$ cat src/rtl/ioctl_download_streamer.sv
// ioctl_download_streamer
// Streams a byte source into the HPS-style ioctl download port of the core.
// One start command sends start_len bytes under one index, with fixed
// setup/tail windows around the transfer and a programmable strobe gap.
module ioctl_download_streamer #(
  parameter int ADDR_W    = 25,
  parameter int SETUP_CYC = 2,
  parameter int TAIL_CYC  = 2,
  parameter int WR_GAP    = 4
) (
  input  logic              clk_sys,
  input  logic              reset_n,
  input  logic              start,
  input  logic [7:0]        start_index,
  input  logic [ADDR_W-1:0] start_len,
  input  logic              abort,
  output logic              busy,
  output logic              done,
  input  logic [7:0]        s_data,
  input  logic              s_valid,
  output logic              s_ready,
  output logic              ioctl_download,
  output logic              ioctl_wr,
  output logic [ADDR_W-1:0] ioctl_addr,
  output logic [7:0]        ioctl_dout,
  output logic [7:0]        ioctl_index,
  input  logic              ioctl_wait
);

  localparam logic [2:0] S_IDLE   = 3'd0;
  localparam logic [2:0] S_SETUP  = 3'd1;
  localparam logic [2:0] S_FETCH  = 3'd2;
  localparam logic [2:0] S_WAITW  = 3'd3;
  localparam logic [2:0] S_STROBE = 3'd4;
  localparam logic [2:0] S_GAP    = 3'd5;
  localparam logic [2:0] S_TAIL   = 3'd6;

  localparam int CNT_MAX = (SETUP_CYC > TAIL_CYC)
                         ? ((SETUP_CYC > WR_GAP) ? SETUP_CYC : WR_GAP)
                         : ((TAIL_CYC  > WR_GAP) ? TAIL_CYC  : WR_GAP);
  localparam int CNT_W   = $clog2(CNT_MAX + 1);

  localparam logic [CNT_W-1:0] SETUP_LOAD = CNT_W'(SETUP_CYC - 1);
  localparam logic [CNT_W-1:0] TAIL_LOAD  = CNT_W'(TAIL_CYC - 1);
  localparam logic [CNT_W-1:0] GAP_LOAD   = CNT_W'(WR_GAP - 1);

  logic [2:0]        state_q,    state_d;
  logic [CNT_W-1:0]  cnt_q,      cnt_d;
  logic [ADDR_W-1:0] rem_q,      rem_d;
  logic [ADDR_W-1:0] addr_q,     addr_d;
  logic [7:0]        dout_q,     dout_d;
  logic [7:0]        index_q,    index_d;
  logic              download_q, download_d;
  logic              wr_q,       wr_d;
  logic              busy_q,     busy_d;
  logic              done_q,     done_d;
  logic              s_ready_q,  s_ready_d;

  // Next-state logic; every output is computed one cycle ahead so it can be registered.
  always_comb begin
    state_d    = state_q;
    cnt_d      = cnt_q;
    rem_d      = rem_q;
    addr_d     = addr_q;
    dout_d     = dout_q;
    index_d    = index_q;
    download_d = download_q;
    busy_d     = busy_q;
    s_ready_d  = s_ready_q;
    wr_d       = 1'b0;
    done_d     = 1'b0;

    case (state_q)
      S_IDLE: begin
        if (start) begin
          state_d    = S_SETUP;
          index_d    = start_index;
          rem_d      = start_len;
          addr_d     = '0;
          cnt_d      = SETUP_LOAD;
          download_d = 1'b1;
          busy_d     = 1'b1;
        end
      end
      S_SETUP: begin
        if (cnt_q == '0) begin
          if (rem_q != '0) begin
            state_d   = S_FETCH;
            s_ready_d = 1'b1;
          end else begin
            state_d = S_TAIL;
            cnt_d   = TAIL_LOAD;
          end
        end else begin
          cnt_d = cnt_q - 1'b1;
        end
      end
      S_FETCH: begin
        if (s_valid && s_ready_q) begin
          dout_d    = s_data;
          s_ready_d = 1'b0;
          state_d   = S_WAITW;
        end
      end
      S_WAITW: begin
        if (!ioctl_wait) begin
          state_d = S_STROBE;
          wr_d    = 1'b1;
        end
      end
      S_STROBE: begin
        addr_d  = addr_q + 1'b1;
        rem_d   = rem_q - 1'b1;
        cnt_d   = GAP_LOAD;
        state_d = S_GAP;
      end
      S_GAP: begin
        // Core back-pressure freezes the gap count rather than just blocking the exit.
        if (!ioctl_wait) begin
          if (cnt_q == '0) begin
            if (rem_q != '0) begin
              state_d   = S_FETCH;
              s_ready_d = 1'b1;
            end else begin
              state_d = S_TAIL;
              cnt_d   = TAIL_LOAD;
            end
          end else begin
            cnt_d = cnt_q - 1'b1;
          end
        end
      end
      S_TAIL: begin
        if (cnt_q == '0) begin
          state_d    = S_IDLE;
          download_d = 1'b0;
          busy_d     = 1'b0;
          done_d     = 1'b1;
        end else begin
          cnt_d = cnt_q - 1'b1;
        end
      end
      default: begin
        state_d    = S_IDLE;
        download_d = 1'b0;
        busy_d     = 1'b0;
        s_ready_d  = 1'b0;
      end
    endcase

    // Abort overrides every transition above, including a strobe about to issue.
    if (abort && (state_q != S_IDLE)) begin
      state_d    = S_IDLE;
      download_d = 1'b0;
      wr_d       = 1'b0;
      busy_d     = 1'b0;
      s_ready_d  = 1'b0;
      done_d     = 1'b0;
    end
  end

  // State and output registers with asynchronous active-low reset.
  always_ff @(posedge clk_sys or negedge reset_n) begin
    if (!reset_n) begin
      state_q    <= S_IDLE;
      cnt_q      <= '0;
      rem_q      <= '0;
      addr_q     <= '0;
      dout_q     <= '0;
      index_q    <= '0;
      download_q <= 1'b0;
      wr_q       <= 1'b0;
      busy_q     <= 1'b0;
      done_q     <= 1'b0;
      s_ready_q  <= 1'b0;
    end else begin
      state_q    <= state_d;
      cnt_q      <= cnt_d;
      rem_q      <= rem_d;
      addr_q     <= addr_d;
      dout_q     <= dout_d;
      index_q    <= index_d;
      download_q <= download_d;
      wr_q       <= wr_d;
      busy_q     <= busy_d;
      done_q     <= done_d;
      s_ready_q  <= s_ready_d;
    end
  end

  assign busy           = busy_q;
  assign done           = done_q;
  assign s_ready        = s_ready_q;
  assign ioctl_download = download_q;
  assign ioctl_wr       = wr_q;
  assign ioctl_addr     = addr_q;
  assign ioctl_dout     = dout_q;
  assign ioctl_index    = index_q;

endmodule

$ cat config.mk
export PLATFORM = sky130hd
export DESIGN_NAME = ioctl_download_streamer
export DESIGN_NICKNAME = d
export VERILOG_FILES = /design/src/rtl/ioctl_download_streamer.sv
export SDC_FILE = /design/constraint.sdc
export NUM_CORES = 1
export LEC_CHECK = 0
export CAP_MARGIN = 20
export CELL_PAD_IN_SITES_DETAIL_PLACEMENT = 0
export CELL_PAD_IN_SITES_GLOBAL_PLACEMENT = 1
export CORE_ASPECT_RATIO = 1.25
export CORE_UTILIZATION = 34
export DETAILED_ROUTE_END_ITERATION = 7
export PLACE_DENSITY_LB_ADDON = 0.3
export SYNTH_ARGS = -nofsm -noshare
export SYNTH_HDL_FRONTEND = slang
export SYNTH_SLANG_ARGS = --single-unit
$ cat constraint.sdc
create_clock -name clk_sys -period 2.3 [get_ports clk_sys]
set_clock_uncertainty 0.1 [all_clocks]
set_input_delay 0.46 -clock clk_sys [delete_from_list [all_inputs] [get_ports clk_sys]]
set_output_delay 0.46 -clock clk_sys [all_outputs]
set_load 0.02 [all_outputs]
==> results.rst <==
.. list-table::
   :header-rows: 1

   * - Metric
     - Value
   * - Status
     - complete, no violations
   * - Worst Hold Depth
     - 2
   * - Die Outline Area
     - 12200 sq um
   * - Synthesized instance count
     - around 430
   * - Total routing usage reported by global routing
     - 0.188
   * - Cell with the largest stage delay on the worst path
     - or4b_4
   * - TritonCTS clock tree
     - done
   * - Final Setup Violations
     - 0
   * - Post-route clock period utilization
     - 0.972
   * - Residual antenna-violating net count after detailed routing
     - 0
   * - Post-synthesis sequential element count
     - between 70 and 80
   * - WP data arrival
     - between 2 and 2.5 ns
   * - Area contributors post-synth
     - dfrtp_1 (48%), nand2_1 (7.4%), o21ai_0 (3.3%)
   * - Crit end category
     - register
   * - Largest net degree at the start of global routing
     - 36
   * - RePlAce Congestion
     - just over 0.8
   * - Simple-gate share of the synthesized area
     - 0.247
   * - Power per cell area
     - between 1000 and 1500 nW/um^2
   * - Logic depth of the worst register-to-register path
     - 5
   * - Max Transition Viols Final
     - 0
   * - Area share of fa/ha/maj cells after synthesis
     - 0.0157
   * - Setup repair after global routing missed its margin
     - no
   * - Total vias in the final route
     - around 3700
   * - Clock-pin slew of the registers on the worst-case setup and hold paths
     - 0.06 ns
   * - Endpoint with the worst hold slack
     - ioctl_index[7]
   * - Number of global-route vias before repair
     - 3703
   * - Share of cell area taken by muxes after synthesis
     - 0.0481
   * - Maximum VDD drop
     - 0.419 mV
   * - Class of the tightest hold or removal check
     - reg -> reg
   * - Die height
     - 123 um
   * - Maximum level of the CTS H-tree
     - 3
   * - Signed area change from the synthesized netlist to the final layout
     - 40.1%
   * - Share of async-settable or async-resettable flops after synthesis
     - 1.00
   * - Horizontal extent of the die
     - 98.8 um
   * - Static leakage
     - 2.35 nW
   * - Share of synthesized area occupied by flip-flops and latches
     - 0.478
   * - Yosys top cell by area
     - dfrtp_1
   * - Drt drc
     - 0
   * - Post-detailed-route via-to-cell ratio
     - ~5.4
   * - Crit path cell chain
     - or4_4, or4b_4, o21ai_2, o21bai_1, mux2_2
   * - Main combinational cell family by area after synthesis
     - simple AND/OR/NAND/NOR gates
   * - Layout cell share with drive strength beyond 1
     - 0.135
   * - Core footprint
     - between 10000 and 15000 sq um
   * - Cell Area, Synth
     - ~4000 sq um
   * - Count of standard-cell rows
     - 43
   * - Slew headroom
     - 0.718
   * - TritonCTS Buffers
     - 9
   * - Post-Syn Nets
     - just under 500
   * - Sum of routed wire length over all layers
     - 10700 um
   * - Most numerous cell types in the synthesized netlist
     - nand2_1 (79), dfrtp_1 (76), nor2_1 (29), o21ai_0 (26), nand3_1 (24)
   * - Ys Warns
     - 0
   * - Number of I/O port buffers
     - 92
   * - Instance area after placement
     - 5240 sq um
   * - Compound-cell area share of the yosys netlist
     - 0.172
   * - Classification of the worst setup path
     - reg -> reg
   * - Worst Tran Pin Value
     - 0.418 ns
   * - Number of distinct library cells after synthesis
     - 57
   * - Post-synth EDFFs
     - 0
   * - Worst flop-to-flop path startpoint
     - rem_q[20]
   * - Layout net count
     - between 500 and 600
   * - Startpoint of the lowest-slack hold path
     - ioctl_index[7]
   * - Min Hold Slack
     - 0.371 ns
   * - Io pins
     - 93
   * - Area of all placed cells without fillers
     - ~5600 sq um
   * - Clock latency at the later pin of the worst-skew pair
     - 0.34 ns
   * - Yosys top cell area share
     - 0.478
   * - Count of clock tree sinks
     - 76
   * - Leading cell type by number of instances after synthesis
     - nand2_1
   * - Primary FF master, synth
     - dfrtp_1
   * - # diodes
     - 0
   * - Setup slack of the worst register-to-register path
     - roughly 0.064 ns
   * - Top achievable clock speed
     - ~450 MHz
   * - Initial antenna violation count
     - 0
   * - Starting density of the core
     - 0.354
   * - Global-route wire length before repair
     - 18000 um
   * - Critical Path Fanout Max
     - 5
   * - Max-cap violations
     - 0
   * - Reg2reg end
     - cnt_q[1]
   * - Average cell area after synthesis
     - 9.24 sq um
   * - Required time at the worst-slack endpoint
     - 2.42 ns
   * - Number of DRC violations after detailed-routing iteration 0
     - 174
   * - Final hold violation count
     - 0
   * - Buffer cell driving the clock tree root
     - clkbuf_16
   * - Maximum buffer depth of the clock tree
     - 2
   * - Detailed-routing iteration count for the pre-antenna-repair pass
     - 4
   * - Placed wire-length estimate
     - 7740 um
   * - Share of the synthesized netlist area taken by xor and xnor gates
     - 0.00660
   * - Kind of launch point of the worst setup path
     - register
   * - Worst stage delay on the critical path
     - 0.55 ns
   * - Final critical delay including setup and external delays
     - approximately 2.2 ns
   * - Average wire length per cell after detail routing
     - 15.6 um
   * - Global-route congestion overflow total
     - 0
## stage by stage
| stage | cells | util | power (W) | setup slack (ns) | setup TNS, ns |
|---|---|---|---|---|---|
| after floorplan | 431 | - | 0.00327 | 0.0181 | 0 |
| after global placement | 667 | 0.466 | 0.00407 | 0.00450 | 0 |
| after detailed placement | 667 | 0.466 | 0.00413 | -0.00782 | -0.00782 |
| after CTS | 684 | 0.495 | 0.00569 | 0.0510 | 0 |
| after global routing | 684 | 0.496 | 0.00601 | 0.00504 | 0 |
| final | 684 | 0.496 | 0.00564 | 0.0639 | 0 |
## worst max-delay path: cells and delay by family (launching register included)
family          cells  cell delay [ns]
simple gates        2             1.09
mux                 1             0.27
flops               1             0.41
compound gates      2             0.24
## routing by layer
metal  global-route usage  up-vias  part of all wire
met5                    0        -                 0
met4               0.0756        0             0.023
met3               0.0379       19             0.037
met2                0.316       83              0.50
met1                0.237     1809              0.44
li1                     -     1793                 -
## repair_timing
item / CTS / global route
buffers inserted: 0 / 0
pin swaps: 0 / 1
endpoints found under the hold margin: 12 / 0
setup endpoints to repair: 3 / 3
gates resized for setup: 1 / 3
hold buffers: 1 / 0
## logic make-up after synthesis
| kind of cell | count (synthesis) |
|---|---|
| muxes | 18 |
| and+or+nand+nor | 195 |
| DFF | 76 |
| AOI/OAI and AO/OA | 101 |
| buffers and inverters | 33 |
| adders and majority gates | 5 |
| xor gates and xnor gates | 3 |
## cell usage in the layout (no fill, tap or decap), types with 5 or more instances in the layout
master / instances
nor2_1: 29
nand4_1: 7
a21oi_1: 15
a221o_1: 5
ha_1: 5
mux2i_1: 9
clkdlybuf4s50_1: 91
buf_4: 34
nand2_1: 79
dfrtp_1: 76
o21ai_0: 25
a22oi_1: 6
clkbuf_16: 9
inv_1: 8
nor3_1: 8
o31ai_1: 9
nor2b_1: 7
mux2_2: 9
nand3_1: 24
o211ai_1: 16
## registers in the layout (all words and copies together) (netlist names)
name	flops
ioctl_addr	25
rem_q	25
ioctl_dout	8
ioctl_index	8
cnt_q	3
state_q	3
busy	1
done	1
ioctl_wr	1
s_ready	1
## how the worst max path moves through the flow
| stage | cells past startpoint | from | to |
|---|---|---|---|
| after global routing | 5 | state_q[1] | ioctl_addr[24] |
| after floorplan | 7 | rem_q[13] | rem_q[19] |
| after CTS | 5 | rem_q[20] | cnt_q[1] |
| final | 5 | rem_q[20] | cnt_q[1] |
| after detailed placement | 5 | rem_q[20] | cnt_q[1] |
| after global placement | 5 | rem_q[19] | cnt_q[1] |
## cell type report
cell class	count	area, sq um
fillers	1070	5670
multi-input cells	322	1960
flip-flops and latches	76	1900
repair buffers	127	1200
clock buffers	12	246
well taps	135	169
clock inverters	4	72.6
inverters	8	30.0
## power breakdown
part           internal, W  switching, W  total, W
Combinational     0.000985       0.00115   0.00214
Clock             0.000978      0.000545   0.00152
Sequential         0.00170      0.000280   0.00198
Total              0.00367       0.00198   0.00564
(Power assumes the default switching activity.)
